[src/rtl/cpu_pkg.sv]
// rtl/cpu_pkg.sv - opcode, funct, FSM state and ALU-op definitions for the multicycle core
package cpu_pkg;

  localparam logic [2:0] OP_RTYPE = 3'b000;
  localparam logic [2:0] OP_ADDI  = 3'b001;
  localparam logic [2:0] OP_LW    = 3'b010;
  localparam logic [2:0] OP_SW    = 3'b011;
  localparam logic [2:0] OP_BEQ   = 3'b100;
  localparam logic [2:0] OP_J     = 3'b101;
  localparam logic [2:0] OP_RSVD  = 3'b110;
  localparam logic [2:0] OP_HALT  = 3'b111;

  localparam logic [1:0] FUNCT_ADD = 2'b00;
  localparam logic [1:0] FUNCT_SUB = 2'b01;
  localparam logic [1:0] FUNCT_AND = 2'b10;
  localparam logic [1:0] FUNCT_OR  = 2'b11;

  typedef enum logic [2:0] {
    FETCH,
    DECODE,
    EXEC,
    MEM,
    WB,
    HALT
  } state_e;

  typedef enum logic [1:0] {
    ALU_ADD,
    ALU_SUB,
    ALU_AND,
    ALU_OR
  } alu_op_e;

  function automatic alu_op_e funct_to_alu(input logic [1:0] funct);
    case (funct)
      FUNCT_SUB: return ALU_SUB;
      FUNCT_AND: return ALU_AND;
      FUNCT_OR:  return ALU_OR;
      default:   return ALU_ADD;
    endcase
  endfunction

endpackage

[src/rtl/cpu_regfile.sv]
// rtl/cpu_regfile.sv - four-entry register file, two read ports, one write port, R0 reads zero
module cpu_regfile
  import cpu_pkg::*;
#(
  parameter int DATA_W = 16
) (
  input  logic              Clock,
  input  logic              Reset,
  input  logic [1:0]        raddr_a,
  output logic [DATA_W-1:0] rdata_a,
  input  logic [1:0]        raddr_b,
  output logic [DATA_W-1:0] rdata_b,
  input  logic              we,
  input  logic [1:0]        waddr,
  input  logic [DATA_W-1:0] wdata
);

  // Entry 0 is cleared by reset and never written, so it always reads zero.
  logic [DATA_W-1:0] regs [0:3];

  always_ff @(posedge Clock) begin
    if (Reset) begin
      for (int i = 0; i < 4; i++) regs[i] <= '0;
    end else if (we && (waddr != 2'd0)) begin
      regs[waddr] <= wdata;
    end
  end

  assign rdata_a = regs[raddr_a];
  assign rdata_b = regs[raddr_b];

endmodule

[src/rtl/multicycle_cpu.sv]
// rtl/multicycle_cpu.sv - multicycle 16-bit-instruction core: FSM, ALU and datapath latches
module multicycle_cpu
  import cpu_pkg::*;
#(
  parameter int          DATA_W   = 16,
  parameter int          ADDR_W   = 16,
  parameter int unsigned RESET_PC = 0
) (
  input  logic              Clock,
  input  logic              Reset,
  output logic              mem_req,
  output logic              mem_we,
  output logic [ADDR_W-1:0] mem_addr,
  output logic [DATA_W-1:0] mem_wdata,
  input  logic [DATA_W-1:0] mem_rdata,
  input  logic              mem_ready,
  output logic              halted,
  output logic              illegal,
  output logic [ADDR_W-1:0] pc
);

  state_e            state, state_nx;
  logic [15:0]       ir;
  logic [ADDR_W-1:0] pc_q;
  logic [DATA_W-1:0] a_q, b_q, res_q;
  logic [DATA_W-1:0] rd_a, rd_b;
  logic              illegal_q;

  logic [2:0]        opcode;
  logic [1:0]        rs, rt, rd, funct;
  logic [DATA_W-1:0] imm_d;
  logic [ADDR_W-1:0] imm_a, jtarget;

  alu_op_e           alu_op;
  logic [DATA_W-1:0] alu_b, alu_y;

  logic              rf_we;
  logic [1:0]        rf_waddr;

  assign opcode  = ir[15:13];
  assign rs      = ir[12:11];
  assign rt      = ir[10:9];
  assign rd      = ir[8:7];
  assign funct   = ir[1:0];
  assign imm_d   = DATA_W'($signed(ir[7:0]));
  assign imm_a   = ADDR_W'($signed(ir[7:0]));
  assign jtarget = ADDR_W'(ir[12:0]);

  cpu_regfile #(.DATA_W(DATA_W)) u_regfile (
    .Clock   (Clock),
    .Reset   (Reset),
    .raddr_a (rs),
    .rdata_a (rd_a),
    .raddr_b (rt),
    .rdata_b (rd_b),
    .we      (rf_we),
    .waddr   (rf_waddr),
    .wdata   (res_q)
  );

  // R-type uses funct; ADDI and LW/SW address generation share the adder.
  always_comb begin
    alu_op = (opcode == OP_RTYPE) ? funct_to_alu(funct) : ALU_ADD;
    alu_b  = (opcode == OP_RTYPE) ? b_q : imm_d;
    alu_y  = '0;
    case (alu_op)
      ALU_ADD: alu_y = a_q + alu_b;
      ALU_SUB: alu_y = a_q - alu_b;
      ALU_AND: alu_y = a_q & alu_b;
      ALU_OR:  alu_y = a_q | alu_b;
      default: alu_y = '0;
    endcase
  end

  always_ff @(posedge Clock) begin
    if (Reset) state <= FETCH;
    else       state <= state_nx;
  end

  always_comb begin
    state_nx = state;
    mem_req  = 1'b0;
    mem_we   = 1'b0;
    mem_addr = pc_q;
    rf_we    = 1'b0;
    rf_waddr = rt;
    case (state)
      FETCH: begin
        mem_req = 1'b1;
        if (mem_ready) state_nx = DECODE;
      end
      DECODE: begin
        if (opcode == OP_HALT || opcode == OP_RSVD) state_nx = HALT;
        else                                        state_nx = EXEC;
      end
      EXEC: begin
        case (opcode)
          OP_RTYPE, OP_ADDI: state_nx = WB;
          OP_LW, OP_SW:      state_nx = MEM;
          default:           state_nx = FETCH;
        endcase
      end
      MEM: begin
        mem_req  = 1'b1;
        mem_we   = (opcode == OP_SW);
        mem_addr = ADDR_W'(res_q);
        if (mem_ready) state_nx = (opcode == OP_LW) ? WB : FETCH;
      end
      WB: begin
        rf_we    = 1'b1;
        rf_waddr = (opcode == OP_RTYPE) ? rd : rt;
        state_nx = FETCH;
      end
      HALT: state_nx = HALT;
      default: state_nx = FETCH;
    endcase
    // The bus stays idle for as long as Reset is held, even in the FETCH it forces.
    if (Reset) begin
      mem_req = 1'b0;
      rf_we   = 1'b0;
    end
  end

  always_ff @(posedge Clock) begin
    if (Reset) begin
      pc_q      <= ADDR_W'(RESET_PC);
      ir        <= '0;
      a_q       <= '0;
      b_q       <= '0;
      res_q     <= '0;
      illegal_q <= 1'b0;
    end else begin
      case (state)
        FETCH: begin
          if (mem_ready) begin
            ir   <= mem_rdata[15:0];
            pc_q <= pc_q + ADDR_W'(1);
          end
        end
        DECODE: begin
          a_q <= rd_a;
          b_q <= rd_b;
          if (opcode == OP_RSVD) illegal_q <= 1'b1;
        end
        EXEC: begin
          case (opcode)
            OP_RTYPE, OP_ADDI, OP_LW, OP_SW: res_q <= alu_y;
            OP_BEQ: if (a_q == b_q) pc_q <= pc_q + imm_a;
            OP_J:   pc_q <= jtarget;
            default: ;
          endcase
        end
        MEM: begin
          if (mem_ready && opcode == OP_LW) res_q <= mem_rdata;
        end
        default: ;
      endcase
    end
  end

  assign mem_wdata = b_q;
  assign halted    = (state == HALT);
  assign illegal   = illegal_q;
  assign pc        = pc_q;

endmodule
[config.mk]
export PLATFORM = sky130hd
export DESIGN_NAME = multicycle_cpu
export DESIGN_NICKNAME = d
export VERILOG_FILES = /design/src/rtl/cpu_pkg.sv /design/src/rtl/cpu_regfile.sv /design/src/rtl/multicycle_cpu.sv
export SDC_FILE = /design/constraint.sdc
export NUM_CORES = 1
export LEC_CHECK = 0
export ABC_AREA = 1
export BUFFER_PORTS_ARGS = -buffer_cell sky130_fd_sc_hd__buf_2
export CORE_MARGIN = 5
export CORE_UTILIZATION = 56
export DETAILED_ROUTE_END_ITERATION = 12
export PLACE_DENSITY = 0.75
export SYNTH_ARGS = -nofsm -noshare
export SYNTH_HDL_FRONTEND = slang
export SYNTH_SLANG_ARGS = --single-unit
export TNS_END_PERCENT = 30
[constraint.sdc]
create_clock -name Clock -period 3.5 [get_ports Clock]
set_input_delay 0.525 -clock Clock [delete_from_list [all_inputs] [get_ports Clock]]
set_output_delay 0.525 -clock Clock [all_outputs]
set_load 0.05 [all_outputs]
# Word level (Yosys, flattened, before mapping)
# Memory sizes are Yosys's and may differ from the RTL's. A register that Yosys moved wholly into a read port is not among the register bits.
# Index checks and enable logic that the tools add are counted.
# totals
reg_bits,52
ramBits,64
input_bits,19
n_memories,1
# memory_table
name,depth,width,rd,rd_clocked_by_memory_dff,wr,line_no,source
u_regfile.regs,4,16,2,2,4,cpu_regfile.sv:19,logic [DATA_W-1:0] regs [0:3];
# op_classes
addsub,4
eq_ne,25
muxes,33
n_bitwise,2
n_reduce_logical,19
# ops
operator,count
two-way mux 16 bit,7
one-hot mux 16 bit (2 select lines),3
one-hot mux 16 bit (4 select lines),1
adder 16 bit,2
"== test 3 bit, second input constant",6
"adder 16 x 1 -> 16 bit, second input constant",1
AND 16 bit,1
== test 16 bit,1
bitwise OR 16 bit,1
OR reduction 16 bit,1
subtractor 16 bit,1
one-hot mux 3 bit (5 select lines),1
"== test 3 x 2 -> 1 bit, second input constant",4
two-way mux 3 bit,4
two-way mux 1 bit,11
"== test 2 bit, second input constant",4
two-way mux 2 bit,4
"== test 3 x 1 -> 1 bit, second input constant",2
logical NOT 3 bit,2
"!= test 2 bit, second input constant",3
one-hot mux 2 bit (3 select lines),1
one-hot mux 3 bit (2 select lines),1
AND reduction 2 bit,3
nonzero test 2 bit,3
other kinds (11),15

# Logic depth before layout (Yosys ltp)
# depth
ltp_word,10
ltp_mapped,26
mapped_depth_nobuf,25

# Hierarchy
# Synthesis repeated with hierarchy kept, for this count alone.
# unflattened
cells_unflattened,1461
hier_area_um2,10020.9
# by_module_without_submodules
mod,instances,cells_each,area_per_inst_um2
multicycle_cpu,1,987,6351.1
cpu_regfile,1,474,3669.8

# Worst setup path after synthesis
# Ideal clock, no wire load.
# synth_path
path_kind,reg2reg
from,register ir[15]
to,register res_q[8]
setup_time_ns,0.118
t_arrival_ns,2.896
t_required_ns,3.382
slack_ns,0.486
path_stages_with_launch,23
path_buffers,1
path_cell_list,dfxtp_1 inv_2 nand2_2 nor2_2 inv_2 nor2_4 inv_1 clkbuf_1 nand2_1 a31oi_1 a21oi_1 fa_1 nand2_1 nand2_1 a21oi_1 o21bai_1 nand3_1 nand2_1 or2_2 nand3_1 o21ai_0 nand2_1 a21oi_1
# synth_between
elab_chain_cells,6
elab_cells_between_ends,22
classes_between,2 x add/sub; 8 x eq/ne; 5 x mux; 2 x bitwise; 5 x reduce/logical
# synth_lines
element,line_no,source
"start, declared",multicycle_cpu.sv:23,logic [15:0] ir;
"start signal, assigned",multicycle_cpu.sv:136,ir <= mem_rdata[15:0];
logical NOT 3 bit,"multicycle_cpu.sv:63, multicycle_cpu.sv:64, multicycle_cpu.sv:146",
two-way mux 16 bit / two-way mux 2 bit (equally long branches),"multicycle_cpu.sv:64, multicycle_cpu.sv:63",
"subtractor 16 bit, or another cell as far along",multicycle_cpu.sv:68,ALU_SUB: alu_y = a_q - alu_b;
one-hot mux 16 bit (4 select lines),multicycle_cpu.sv:66,case (alu_op)
two-way mux 16 bit,multicycle_cpu.sv:146,case (opcode)
one-hot mux 16 bit (2 select lines),multicycle_cpu.sv:133,case (state)
"end signal, assigned",multicycle_cpu.sv:147,"OP_RTYPE, OP_ADDI, OP_LW, OP_SW: res_q <= alu_y;"
"end signal, assigned",multicycle_cpu.sv:154,if (mem_ready && opcode == OP_LW) res_q <= mem_rdata;
"end, declared",multicycle_cpu.sv:25,"logic [DATA_W-1:0] a_q, b_q, res_q;"
# Parallel ways exist; a longest one is shown, timed or not. The select of a mux whose other input is x is not followed.
# A chain may end at the register's enable or synchronous reset.

# Worst setup path in the final report
# layout_path
from,register ir[14]
to,register res_q[15]
# Same word-level chain as after synthesis.

==> impl_metrics.ini <==
[run_status]
status = completed

[clock_tree]
clk_latency_ps = 430
cts-htree-levels = 4
cts_buffers = 17
clk_pin_slew_ps = 60
clock_tree.root_cell = clkbuf_16
clock_path_buffers = 2
cts.sinks = 148
ctsHoldBuffers = 0
cts_tree = yes

[worst_setup_path]
crit_fanout = 7
worst-path-buf-inv = 5
critPathTopFamily = simple AND/OR/NAND/NOR gates
critPathMaxStageDelay_ps = 390
worstPathRequired_ps = 3850
worstSetupPathType = register to register
worst_setup_path_start_kind = register
crit_arrival_ps = 3620
crit_path_top_delay_cell = dfxtp_1
cp-end-kind = register
crit_path_frequent_cell = nand2_1

[global_route]
grt_pass1_wl_mm = 50.5
grt.overflow.total = 0
grt_pass1_vias = 9078
grt_start_max_net_pins = 49
antenna_found_initial = 0
track_usage = 0.325

[sta]
max_freq_ghz = 0.306
finalClockSkew_ps = 9.83
fin_setup_tns_ps = 0
hold_viol = 0
slew_headroom = 0.360
maxSlewViolCount = 0
setup_viol = 0
min_period_over_period = 0.934
min_period_ps = 3270
worst_slew_pin_slew_ps = 958

[die]
core-area_um2 = 17200
rows = 48
ioPinCount = 71
start_util = 0.566
die_w_um = 142
fp.dieH_um = 142
die_area_um2 = 20100

[detailed_routing]
via_count = 10100
drt_pass1_iterations = 5
viasPerCell = 5.99
detail_route.wl_per_cell_um = 19.6
drtAntennaViolNets = 0
routed_wl_mm = 33.0
post-route-drc-count = 0
dr.first_iter.drc_count = 1268

[job]
drv_cap = 0

[finish]
final_nets = 1498
syn_to_final_growth_pct = 14.5
diodes = 0
final_cells = 1682
fill_cells = 1579
multi_input_area_um2 = 5330
drive_gt1_frac = 0.128
ff_latch_area_um2 = 3600

[power_and_ir_drop]
vdd_drop_max_mv = 0.429
power.density_nw_per_um2 = 696
p_leak_nw = 4.96

[placement]
hpwl_mm = 24.0
globalplace.congestion = 1.01
numPlacedInstances = 1645
io_buffers = 70

[yosys]
syn_avg_cell_area_um2 = 7.11
syn-instance-count = 1368
synth_seq_cells = 148
synth_edf_count = 64
synthArstFlopShare = 0
ys.flop_type = dfxtp_1
yosys_warnings = 0
ys_seq_area_frac = 0.370
syn_area_um2 = 9730
synth_cell_types = 49

[min_path]
hp-class = input port to register
## Yosys cell counts (all sizes together) (3+ instances only)
cell type  instances  area, um^2
a21oi            166         831
nand3             76         390
o21bai             3        22.5
a21boi             3        22.5
xnor2              9        78.8
buf               19         111
nor3              18         105
clkinv             4        15.0
or2                6        37.5
nand2            163         622
o221ai            12         105
o21a              12        90.1
nor2             159         617
xor2              31         272
o31ai              5        42.5
o211ai            12        90.1
nand4             11        68.8
ha                33         413
clkbuf            48         180
o21ai            232        1160
inv              174         653
edfxtp            64        1920
a31oi              4        25.0
dfxtp             84        1680
## stage by stage
step	power [mW]	cell area, um^2	util	setup slack (ps)	hold WS, ps
after floorplan	4.70	9780	-	486	454
after global placement	5.62	10400	0.605	60.5	513
after detailed placement	5.65	10400	0.605	-20.4	521
after CTS	7.55	11000	0.640	40.3	384
after global routing	8.18	11100	0.649	-35.8	408
final	7.75	11100	0.649	232	392
## routing by layer
metal,GRT usage,vias to the layer above,part of all wire
met5,0,-,0
met2,0.521,551,0.46
met3,0.0624,100,0.097
met1,0.444,4648,0.41
met4,0.109,0,0.037
li1,-,4784,-
## layout make-up
class	instances	share of cell area
repair buffers	108	0.0585
clock inverters	13	0.0157
multi-input cells	991	0.478
clock buffers	19	0.0389
well taps	225	0.0253
inverters	178	0.0600
flip-flops and latches	148	0.324
## repair_timing
| action | in CTS | in global routing |
|---|---|---|
| cloned | 0 | 1 |
| buffers inserted | 0 | 4 |
| endpoints found under the hold margin | 0 | 0 |
| pin swaps | 0 | 6 |
| gates resized for setup | 1 | 27 |
| endpoints found under the setup margin | 1 | 8 |
## worst min-delay path: stages
cell	delay, ps
buf_2	80
o21ai_1	60
a21oi_1	110
## report_power, final
part	leakage (nW)	switching (mW)	total, mW	internal [mW]
clock	0.296	0.780	1.92	1.13
combinational	3.32	2.41	3.53	1.12
sequential	1.34	0.302	2.31	2.00
total	4.96	3.49	7.75	4.26
## logic make-up after synthesis
kind of cell,share of synthesized area
compound gates,0.255
simple gates,0.193
buf+inv,0.0986
flops,0.370
xor+xnor,0.0360
fa+ha+maj,0.0466
other cells,0.000385
## final timing paths
check	endpoint	slack (ps)	startpoint	depth (start not counted)
worst max-delay path	res_q[15]$_SDFFE_PP0P_	230	ir[14]$_SDFFE_PP0P_	26
worst min register to register	ir[8]$_SDFFE_PP0P_	540	ir[8]$_SDFFE_PP0P_	2
worst min-delay path	res_q[4]$_SDFFE_PP0P_	390	mem_rdata[4]	3
worst max register to register	res_q[15]$_SDFFE_PP0P_	230	ir[14]$_SDFFE_PP0P_	26
## flip-flops by register name, summed over array words and instances (netlist names)
signal          cells
res_q              16
pc                 16
a_q                16
ir                 16
illegal             1
state               3
mem_wdata          16
u_regfile.regs     64
## cell usage in the layout (no fill, tap or decap), drive strengths merged, types with 11 or more instances in the layout
| master | synthesis | layout |
|---|---|---|
| dfxtp | 84 | 84 |
| o21ai | 232 | 232 |
| nor2 | 159 | 159 |
| buf | 19 | 108 |
| clkbuf | 48 | 19 |
| a21oi | 166 | 166 |
| conb | 1 | 16 |
| inv | 174 | 176 |
| ha | 33 | 33 |
| edfxtp | 64 | 64 |
| o211ai | 12 | 12 |
| xor2 | 31 | 31 |
| nand2 | 163 | 164 |
| o21a | 12 | 12 |
| nand4 | 11 | 11 |
| clkinv | 4 | 12 |
| nand3 | 76 | 76 |
| o221ai | 12 | 12 |
| nor3 | 18 | 18 |
(Power assumes the default switching activity.)
